<file path="config.mk">
export PLATFORM = sky130hd
export DESIGN_NAME = dvp_tx
export DESIGN_NICKNAME = d
export VERILOG_FILES = /design/src/rtl/dvp_tx.sv
export SDC_FILE = /design/constraint.sdc
export NUM_CORES = 1
export LEC_CHECK = 0
export CORE_MARGIN = 3
export CORE_UTILIZATION = 30
export DETAILED_ROUTE_END_ITERATION = 16
export PLACE_DENSITY_LB_ADDON = 0.25
export SLEW_MARGIN = 10
export SYNTH_ARGS = -nofsm -noshare
export SYNTH_HDL_FRONTEND = slang
export SYNTH_SLANG_ARGS = --single-unit
</file>
<file path="constraint.sdc">
create_clock -name clk -period 6.1 [get_ports clk]
set_input_delay 1.22 -clock clk [delete_from_list [all_inputs] [get_ports clk]]
set_output_delay 1.22 -clock clk [all_outputs]
set_load 0.05 [all_outputs]
</file>
<file path="src/rtl/dvp_tx.sv">
// DVP video transmitter: turns a 16-bit RGB565 valid/ready pixel stream into
// vsync/href/8-bit data with programmable frame timing. Each pixel occupies
// two byte clocks, high byte first. All DVP pins are registered and lag the
// frame counters by one clock.
module dvp_tx #(
   parameter int          ACTIVE_IW = 640,
   parameter int          ACTIVE_IH = 480,
   parameter int          TOTAL_HW  = 1600,
   parameter int          TOTAL_IH  = 600,
   parameter int          H_START   = 100,
   parameter int          V_START   = 30,
   parameter int          VS_LINES  = 3,
   parameter logic [15:0] FILL      = 16'h0000
) (
   input  logic        clk,
   input  logic        rst,
   input  logic        en,
   input  logic [15:0] pix_data,
   input  logic        pix_valid,
   output logic        pix_ready,
   input  logic        clr_underrun,
   output logic        vsync,
   output logic        href,
   output logic [7:0]  data,
   output logic        frame_done,
   output logic        underrun,
   output logic        busy
);

   localparam int HW    = $clog2(TOTAL_HW);
   localparam int VW    = $clog2(TOTAL_IH);
   localparam int H_END = H_START + 2 * ACTIVE_IW;
   localparam int V_END = V_START + ACTIVE_IH;

   localparam logic [HW-1:0] H_LAST = HW'(TOTAL_HW - 1);
   localparam logic [VW-1:0] V_LAST = VW'(TOTAL_IH - 1);
   localparam logic [HW-1:0] H_ZERO = {HW{1'b0}};
   localparam logic [VW-1:0] V_ZERO = {VW{1'b0}};
   localparam logic [HW-1:0] H_ONE  = {{(HW-1){1'b0}}, 1'b1};
   localparam logic [VW-1:0] V_ONE  = {{(VW-1){1'b0}}, 1'b1};
   // LSB of h_cnt that marks the first byte (high byte) of a pixel slot
   localparam logic HS_LSB = ((H_START % 2) != 0);

   typedef enum logic {
      IDLE = 1'b0,
      RUN  = 1'b1
   } state_t;

   state_t        state_r, state_nxt_s;
   logic [HW-1:0] h_cnt_r, h_nxt_s;
   logic [VW-1:0] v_cnt_r, v_nxt_s;

   logic          vsync_r, href_r, frame_done_r, underrun_r;
   logic [7:0]    data_r, lo_byte_r;

   logic [31:0]   h_ext_s, v_ext_s;
   logic          run_s, h_last_s, v_last_s;
   logic          line_act_s, active_s, hi_slot_s, vs_line_s, fd_nxt_s;
   logic [15:0]   pix_sel_s;

   assign h_ext_s    = 32'(h_cnt_r);
   assign v_ext_s    = 32'(v_cnt_r);
   assign run_s      = (state_r == RUN);
   assign h_last_s   = (h_cnt_r == H_LAST);
   assign v_last_s   = (v_cnt_r == V_LAST);
   assign line_act_s = (v_ext_s >= 32'(V_START)) && (v_ext_s < 32'(V_END));
   assign active_s   = run_s && line_act_s &&
                       (h_ext_s >= 32'(H_START)) && (h_ext_s < 32'(H_END));
   assign hi_slot_s  = active_s && (h_cnt_r[0] == HS_LSB);
   assign vs_line_s  = run_s && (v_ext_s < 32'(VS_LINES));
   // An empty source still yields a pixel slot; it is filled with FILL
   assign pix_sel_s  = pix_valid ? pix_data : FILL;
   // frame_done is registered one clock ahead so it coincides with the last counter state
   assign fd_nxt_s   = (state_nxt_s == RUN) && (h_nxt_s == H_LAST) && (v_nxt_s == V_LAST);

   assign pix_ready  = hi_slot_s;
   assign vsync      = vsync_r;
   assign href       = href_r;
   assign data       = data_r;
   assign frame_done = frame_done_r;
   assign underrun   = underrun_r;
   assign busy       = run_s;

   // Next-state and counter logic; en is only honoured at frame boundaries
   always_comb begin
      state_nxt_s = state_r;
      h_nxt_s     = h_cnt_r;
      v_nxt_s     = v_cnt_r;
      case (state_r)
         IDLE: begin
            h_nxt_s = H_ZERO;
            v_nxt_s = V_ZERO;
            if (en) begin
               state_nxt_s = RUN;
            end else begin
               state_nxt_s = IDLE;
            end
         end
         RUN: begin
            if (h_last_s) begin
               h_nxt_s = H_ZERO;
               if (v_last_s) begin
                  v_nxt_s     = V_ZERO;
                  state_nxt_s = en ? RUN : IDLE;
               end else begin
                  v_nxt_s = v_cnt_r + V_ONE;
               end
            end else begin
               h_nxt_s = h_cnt_r + H_ONE;
            end
         end
         default: begin
            state_nxt_s = IDLE;
            h_nxt_s     = H_ZERO;
            v_nxt_s     = V_ZERO;
         end
      endcase
   end

   // State and frame counter registers
   always_ff @(posedge clk) begin
      if (rst) begin
         state_r <= IDLE;
         h_cnt_r <= H_ZERO;
         v_cnt_r <= V_ZERO;
      end else begin
         state_r <= state_nxt_s;
         h_cnt_r <= h_nxt_s;
         v_cnt_r <= v_nxt_s;
      end
   end

   // Registered DVP pins: hi byte on the taken slot, held lo byte on the next
   always_ff @(posedge clk) begin
      if (rst) begin
         vsync_r      <= 1'b0;
         href_r       <= 1'b0;
         data_r       <= 8'h00;
         lo_byte_r    <= 8'h00;
         frame_done_r <= 1'b0;
      end else begin
         vsync_r      <= vs_line_s;
         href_r       <= active_s;
         frame_done_r <= fd_nxt_s;
         if (hi_slot_s) begin
            data_r    <= pix_sel_s[15:8];
            lo_byte_r <= pix_sel_s[7:0];
         end else if (active_s) begin
            data_r    <= lo_byte_r;
         end else begin
            data_r    <= 8'h00;
         end
      end
   end

   // Sticky underrun flag; a new underrun wins over a simultaneous clear
   always_ff @(posedge clk) begin
      if (rst) begin
         underrun_r <= 1'b0;
      end else if (hi_slot_s && !pix_valid) begin
         underrun_r <= 1'b1;
      end else if (clr_underrun) begin
         underrun_r <= 1'b0;
      end else begin
         underrun_r <= underrun_r;
      end
   end

endmodule

</file>
# ---- Word level (Yosys, flattened, before mapping)
# Index checks and enable logic that the tools add are counted.
dict set report op_classes {
  add_sub_neg 2
  magnitude_cmp 5
  eq_ne 4
  muxes 14
  bitwise_logic 2
  n_reduce_logical 11
}
# operator n
set ops {}
lappend ops {{$eq 11x11->1 const B} 2}
lappend ops {{$pmux 11 s2} 1}
lappend ops {{$eq 10x10->1 const B} 2}
lappend ops {{$mux 10} 2}
lappend ops {{$pmux 10 s2} 1}
lappend ops {{$mux 16} 1}
lappend ops {{$mux 8} 2}
lappend ops {{$add 11x1->11 const B} 1}
lappend ops {{$ge 11x7->1 const B} 1}
lappend ops {{$lt 11x11->1 const B} 1}
lappend ops {{$mux 11} 1}
lappend ops {{$add 10x1->10 const B} 1}
lappend ops {{$ge 10x5->1 const B} 1}
lappend ops {{$lt 10x2->1 const B} 1}
lappend ops {{$lt 10x9->1 const B} 1}
lappend ops {{$logic_and 1x1->1} 9}
lappend ops {{$mux 1} 5}
lappend ops {{$not 1->1} 2}
lappend ops {{$pmux 1 s2} 1}
lappend ops {{$reduce_bool 2->1} 1}
lappend ops {{$logic_not 1->1} 1}
dict set report word_totals {
  register_bits 42
  in_bits 21
  output_inout_bits 14
  wordCells 47
}

# ---- Longest topological paths before layout
dict set report logic_depth {
  depth_word 8
  depth_mapped 10
  mapped_depth_nobuf 9
}

# ---- Worst setup path before layout
# No wires, ideal clock.
dict set report synth_path {
  path_kind {register to output}
  startpoint {reg state_r (netlist: busy)}
  endpoint {out pix_ready}
  arrival_ps 1819
  required_time_ps 4880
  setup_slack_ps 3061
  path_stages_with_launch 7
  path_buffers 1
  path_cell_list {dfxtp_1 nand2b_1 a221oi_1 nand4b_1 or2_1 clkbuf_1 inv_2}
}
dict set report synth_between {
  elab_chain_cells 4
}
# item line_no
set synth_rtl {}
lappend synth_rtl {{start: declaration} 49} ;# state_t state_r, state_nxt_s;
lappend synth_rtl {{start signal: assignment} 127} ;# state_r <= state_nxt_s;
lappend synth_rtl {{$logic_and 1x1->1 (2 in series)} 67} ;# assign active_s = run_s && line_act_s &&
lappend synth_rtl {{$logic_and 1x1->1} 68} ;# (h_ext_s >= 32'(H_START)) && (h_ext_s < 32'(H_END));
lappend synth_rtl {{$logic_and 1x1->1} 69} ;# assign hi_slot_s = active_s && (h_cnt_r[0] == HS_LSB);
lappend synth_rtl {{end: declaration} 20} ;# output logic pix_ready,
# Every way passes these cells.

# ---- Worst setup path in the final report
dict set report layout_path {
  startpoint {reg v_cnt_r[1]}
  endpoint {out pix_ready}
}
dict set report layout_between {
  elab_chain_cells 6
  word_cells_on_any_way 7
  cone_classes {2 x order compare; 5 x reduce/logical}
}
# item line_no
set layout_rtl {}
lappend layout_rtl {{start: declaration} 51} ;# logic [VW-1:0] v_cnt_r, v_nxt_s;
lappend layout_rtl {{start signal: assignment} 129} ;# v_cnt_r <= v_nxt_s;
lappend layout_rtl {{$ge 10x5->1 or $lt 10x9->1 (tied branches)} 66} ;# assign line_act_s = (v_ext_s >= 32'(V_START)) && (v_ext_s < 32'(V_END));
lappend layout_rtl {{$logic_and 1x1->1 (*)} 66}
lappend layout_rtl {{$logic_and 1x1->1 (*) (2 in series)} 67}
lappend layout_rtl {{$logic_and 1x1->1 (*)} 68}
lappend layout_rtl {{$logic_and 1x1->1 (*)} 69}
# Mark *: on every way between the ends. The rest lies on a longest branch, timed or not.

==> results.yml <==
power:
  p_per_area_mw_per_mm2: 211
  p_leak_uw: 0.000819
  vdd_ir_drop_max_v: 0.000107
timing:
  fin_crit_sh: 0.658
  slew-limit-headroom: 0.625
  hold_viol_final: 0
  skew_ps: 3.69
  fin_crit_ps: 4020
  worstMarginPinSlew_ps: 561
  fmax_mhz: 249
  drv_slew: 0
  tns_ps: 0
  rsz0062_at_grt: "false"
  setup_viol: 0
setup_path:
  timing.rr.start: "h_cnt_r[0]"
  path_cells: "ha_1, o2111ai_1, a221oi_1, nand4b_1, or2_1, inv_2, clkdlybuf4s50_1"
  crit_fanout: 10
  max_stage_delay_ps: 820
  required_ps: 4880
  startpoint: "v_cnt_r[1]"
  path_buf_inv: 2
  path_delay_family: "buffers and inverters"
  critical_path.slowest_cell: "clkdlybuf4s50_1"
  end_kind: "output port"
  path_class: "flop to output port"
  worstSetupStartpointType: "flop"
  cp.arrival_ps: 2800
drt:
  dr_total_vias: 1686
  vias_per_cell: 4.92
  drtPass1Iterations: 4
  wl_um: 4840
  drc_errors: 0
  drtAntennaViolNets: 0
  post_drt_wl_per_cell_um: 14.1
  dr.first_iter.drc_count: 97
logic_synthesis:
  syn-num-nets: 263
  synth_top_area_share: 0.419
  synth_async_sr_flop_share: 0
  netlist_instances: 239
  synth_area_per_cell_um2: 8.39
  synth_area_leaders: "dfxtp_1 42%, nor2_1 6.6%, xnor2_1 5.2%, nand3_1 4.2%, nand2_1 4.1%"
  ys_dominant_reg_cell: "dfxtp_1"
  syn_area_mm2: 0.00201
  synth_top_area_cell: "dfxtp_1"
  yosys_warnings: 0
  seq_area_frac_synth: 0.419
  synth_edf_count: 0
  ys_ff_latch: 42
  synth.distinct_cells: 45
cts:
  clk_latency_ps: 290
  cts_tree: "done"
  path_clk_slew_ps: 80
  cts_setup_buffers: 0
  root_buffer: "clkbuf_8"
  h-tree-depth: 2
  cts_buffer_depth: 2
  hold_buffers: 0
  clock_sinks: 42
  numCtsBuffers: 5
  cts-resized-gates: 0
floorplanning:
  rows: 29
  dieHeight_um: 87.8
  pin_count: 35
  initial_core_util: 0.312
  fp.coreArea_mm2: 0.00642
  die_w_um: 87.8
  die_area_mm2: 0.00770
global_routing:
  antenna_found_initial: 0
  grt-ovfl-total: 0
  grt_pass1_vias: 1651
  grt_pass1_wl_um: 7970
  grt_max_degree: 16
  grt.total_usage: 0.131
hold_path:
  holdCritPathClass: "flop to flop"
  min_from: "lo_byte_r[6]"
finish:
  syn2layout_area_growth_pct: 24.0
  diodes: 0
  layout.nets: 289
  utilization: 0.387
  drive_gt1_frac: 0.0639
placement:
  portBuffers: 34
  dpl.hpwl_um: 3590
  finalWeightedCongestion: 0.840
flow_run:
  cap_violations: 0
status:
  run_status: "complete, no violations"
worst paths after layout:
| kind | slack (ps) | endpoint | cells past startpoint |
|---|---|---|---|
| worst max register to register | 3410 | frame_done | 7 |
| worst min register to register | 470 | lo_byte_r[6] | 2 |
| worst max-delay path | 2080 | pix_ready | 7 |
| worst min-delay path | 470 | lo_byte_r[6] | 2 |
state kept, by name, summed over array words and instances (netlist names):
register	flops
data	8
href	1
h_cnt_r	11
busy	1
v_cnt_r	10
underrun	1
lo_byte_r	8
frame_done	1
vsync	1
cell usage after synthesis, types with 6 or more instances:
master    instances
dfxtp_1          42
nor2_1           35
nand2_1          22
nand3_1          17
a21oi_1          12
xnor2_1          12
clkbuf_1         11
a22oi_1           8
nor3_1            8
inv_1             6
nand2b_1          6
xor2_1            6
worst min-delay path, cell delays in order (launching register included):
cell and delay, ps:
dfxtp_1 320, nand2_1 50, a21oi_1 50
cells by family after synthesis:
| group | count (synthesis) | share of synthesized area |
|---|---|---|
| and+or+nand+nor | 120 | 0.317 |
| DFF | 42 | 0.419 |
| AOI/OAI and AO/OA | 33 | 0.116 |
| buffers and inverters | 22 | 0.0455 |
| xor gates and xnor gates | 18 | 0.0786 |
| adders and majority gates | 3 | 0.0187 |
| muxes | 1 | 0.00499 |
area by class of cell:
class                      count  area [um2]
multi-input combinational    175        1070
sequential                    42         841
timing repair buffer          34         340
tap                           77        96.3
clock buffer                   6        72.6
clock inverter                 2        37.5
fill                         662        3940
inverter                       7        26.3
layer usage:
layer	global-route usage	share of wire
met5	0	0
met4	0.0446	0.012
met3	0.0301	0.052
met2	0.192	0.45
met1	0.188	0.49
stage by stage:
stage                     hold slack (ps)  cells  total power (uW)  area, um2  worst slack (ps)
final                                 470    343               525       2490              2080
after global routing                  496    343               545       2490              1880
after CTS                             469    343               532       2490              2060
after detailed placement              456    335               314       2380              2360
after global placement                452    335               314       2380              2400
after floorplan                       432    239               296       2010              3060
power by group:
| part | leakage [uW] | switching [uW] | total, uW | internal [uW] |
|---|---|---|---|---|
| logic | 0.000429 | 13.1 | 29.0 | 15.9 |
| clock network | 0.0000514 | 95.7 | 218 | 122 |
| registers | 0.000339 | 2.74 | 278 | 275 |
placed cells by master (no fill, tap or decap), types with 2 or more instances in the layout:
| cell | count |
|---|---|
| clkdlybuf4s50_1 | 34 |
| nand3_1 | 17 |
| nor2b_1 | 3 |
| nor2_1 | 35 |
| a21oi_1 | 12 |
| a22oi_1 | 8 |
| nor3_1 | 8 |
| and3_1 | 5 |
| nor4_1 | 3 |
| or4_1 | 3 |
| inv_1 | 6 |
| nand4b_1 | 3 |
| ha_1 | 3 |
| clkbuf_8 | 5 |
| xnor2_1 | 12 |
| nand4_1 | 5 |
| xor2_1 | 6 |
| o21ai_0 | 2 |
| nand2_1 | 22 |
| dfxtp_1 | 42 |
| or3_1 | 2 |
| nand2b_1 | 6 |
No activity file was read; power rests on OpenSTA's default activity.
==> RTL change (config.mk and constraints unchanged) <==
Set the parameter `TOTAL_HW` to 3200 (it was 1600).
--- a/src/rtl/dvp_tx.sv
+++ b/src/rtl/dvp_tx.sv
@@ -7,3 +7,3 @@
    parameter int          ACTIVE_IH = 480,
-   parameter int          TOTAL_HW  = 1600,
+   parameter int          TOTAL_HW  = 3200,
    parameter int          TOTAL_IH  = 600,
Behaviour: no difference found for any inputs over 10 cycles, from zero or initial values and one cycle with rst high; that may be too few to reach the edited logic, so the function may still have changed.
==> RTL change against the original RTL <==
Synthesized area increased by 5.2%. Synthesized cell count is the same. Critical path depth decreased by 2. Clock power increased by 20%. Die area up 4.9%. Setup slack got worse by 0.071 ns. Total power up 10%. Global-route usage is 0.49 points higher. Utilization increased by 1.6 points. Count of clock-buffer cells in the layout did not move. Sequential cell count rose by 1. Routed wire length up 8.5%. First-iteration DRC count is 8.2% higher. Design area rose by 6.5%.
==> RTL change: results (changes against the original RTL) <==
metric	value	unit	change
die_area	8080	um2	+4.9%
cts-htree-levels	2		unchanged
status	finished clean		
multi_input_area_share	0.445		+0.0139
hpwl	3740	um	+4.3%
final_cells	363		+5.8%
clk_latency	0.30	ns	
floorplan.initialDensity	0.321		+0.00910
drive_gt1_frac	0.0667		+0.00276
ir_worst_vdd	0.124	mV	+16%
leakagePower	0.855	nW	+4.4%
gp_congestion	0.801		-4.6%
netlist_top_cells_count	43 x dfxtp_1, 32 x nor2_1, 14 x nand4_1		
p_comb	29.7	uW	+2%
synth-seq-area-share	0.408		-0.0114
slowest_delay	0.73	ns	-0.09 ns
fin_skew	0.00773	ns	+0.00404 ns
synth_area_leaders	dfxtp_1 41%, nor2_1 5.7%, nand4_1 4.1%, xnor2_1 4.1%, a22oi_1 3.2%		
ff_latch_area	861	um2	+2.4%
top_regs	h_cnt_r x12, v_cnt_r x10		
dp.cells	355		+6.0%
n_all_inverters	5		-2
relSlewSlack	0.491		-0.135
placed_area	2520	um2	+5.8%
drtIter0Drc	105		+8.2%
fill_cells	677		+2.3%
p_clk_frac	0.454		+0.039
grt_max_degree	17		+1
path_clk_slew	0.08	ns	about the same
multi_input_area	1180	um2	+9.9%
critPathArrivalTime	2.87	ns	+0.07 ns
grt_util_all_layers	0.136		+0.00485
buf_share	0.128		-0.00834
routed_wl	5250	um	+8.5%
yosys_register_bits	43		+2.4%
dp_slack	2.34	ns	-0.0237 ns
nets	293		+1.4%
synth.distinct_cells	49		+8.9%
clk_share	0.0501		+0.00581
grt_pass1_wl	9140	um	+15%
multi_input_cells	180		+2.9%
[RTL change: cell types whose count changed after synthesis, sizes merged, moves of 4 or more]
cell	change
clkbuf	-7
nand2	-9
nand2b	-4
nand3	-9
nand4	+9
nor4	+4
o21ai	+9
[RTL change: per-stage QoR]
| stage | hold slack (ns) | power, mW |
|---|---|---|
| final | 0.486 | 0.577 |
| after global routing | 0.506 | 0.595 |
| after CTS | 0.487 | 0.584 |
| after detailed placement | 0.472 | 0.322 |
| after global placement | 0.468 | 0.321 |
| after floorplan | 0.450 | 0.303 |
[RTL change: kinds of logic after synthesis]
family	count (synthesis)	share of synthesized area
flops	43	0.408
xor+xnor	17	0.0705
buf+inv	16	0.0332
simple gates	114	0.314
fa+ha+maj	4	0.0225
compound gates	42	0.137
mux	3	0.0148
[RTL change: final timing paths]
path	start	to	slack (ns)	cells after the start
worst max-delay path	h_cnt_r[3]$_SDFF_PP0_	pix_ready	2.01	5
worst min-delay path	lo_byte_r[3]$_SDFFE_PP0P_	lo_byte_r[3]$_SDFFE_PP0P_	0.49	2
worst max register to register	h_cnt_r[0]$_SDFF_PP0_	frame_done$_SDFF_PP0_	3.43	6
worst min register to register	lo_byte_r[3]$_SDFFE_PP0P_	lo_byte_r[3]$_SDFFE_PP0P_	0.49	2
[RTL change: routing by layer]
metal | GRT usage | vias up | wire, um
met5 | 0 | - | 0
met4 | 0.0472 | 0 | 93
met3 | 0.0284 | 9 | 185
met2 | 0.213 | 30 | 2410
met1 | 0.185 | 860 | 2560
li1 | - | 931 | -
[RTL change: worst register-to-register path: stages, from the launching register on]
cell and delay (ns):
dfxtp_1 0.76, ha_1 0.33, and3_1 0.33, nand4_1 0.41
o31ai_1 0.40, nand4b_1 0.13, and4_1 0.22
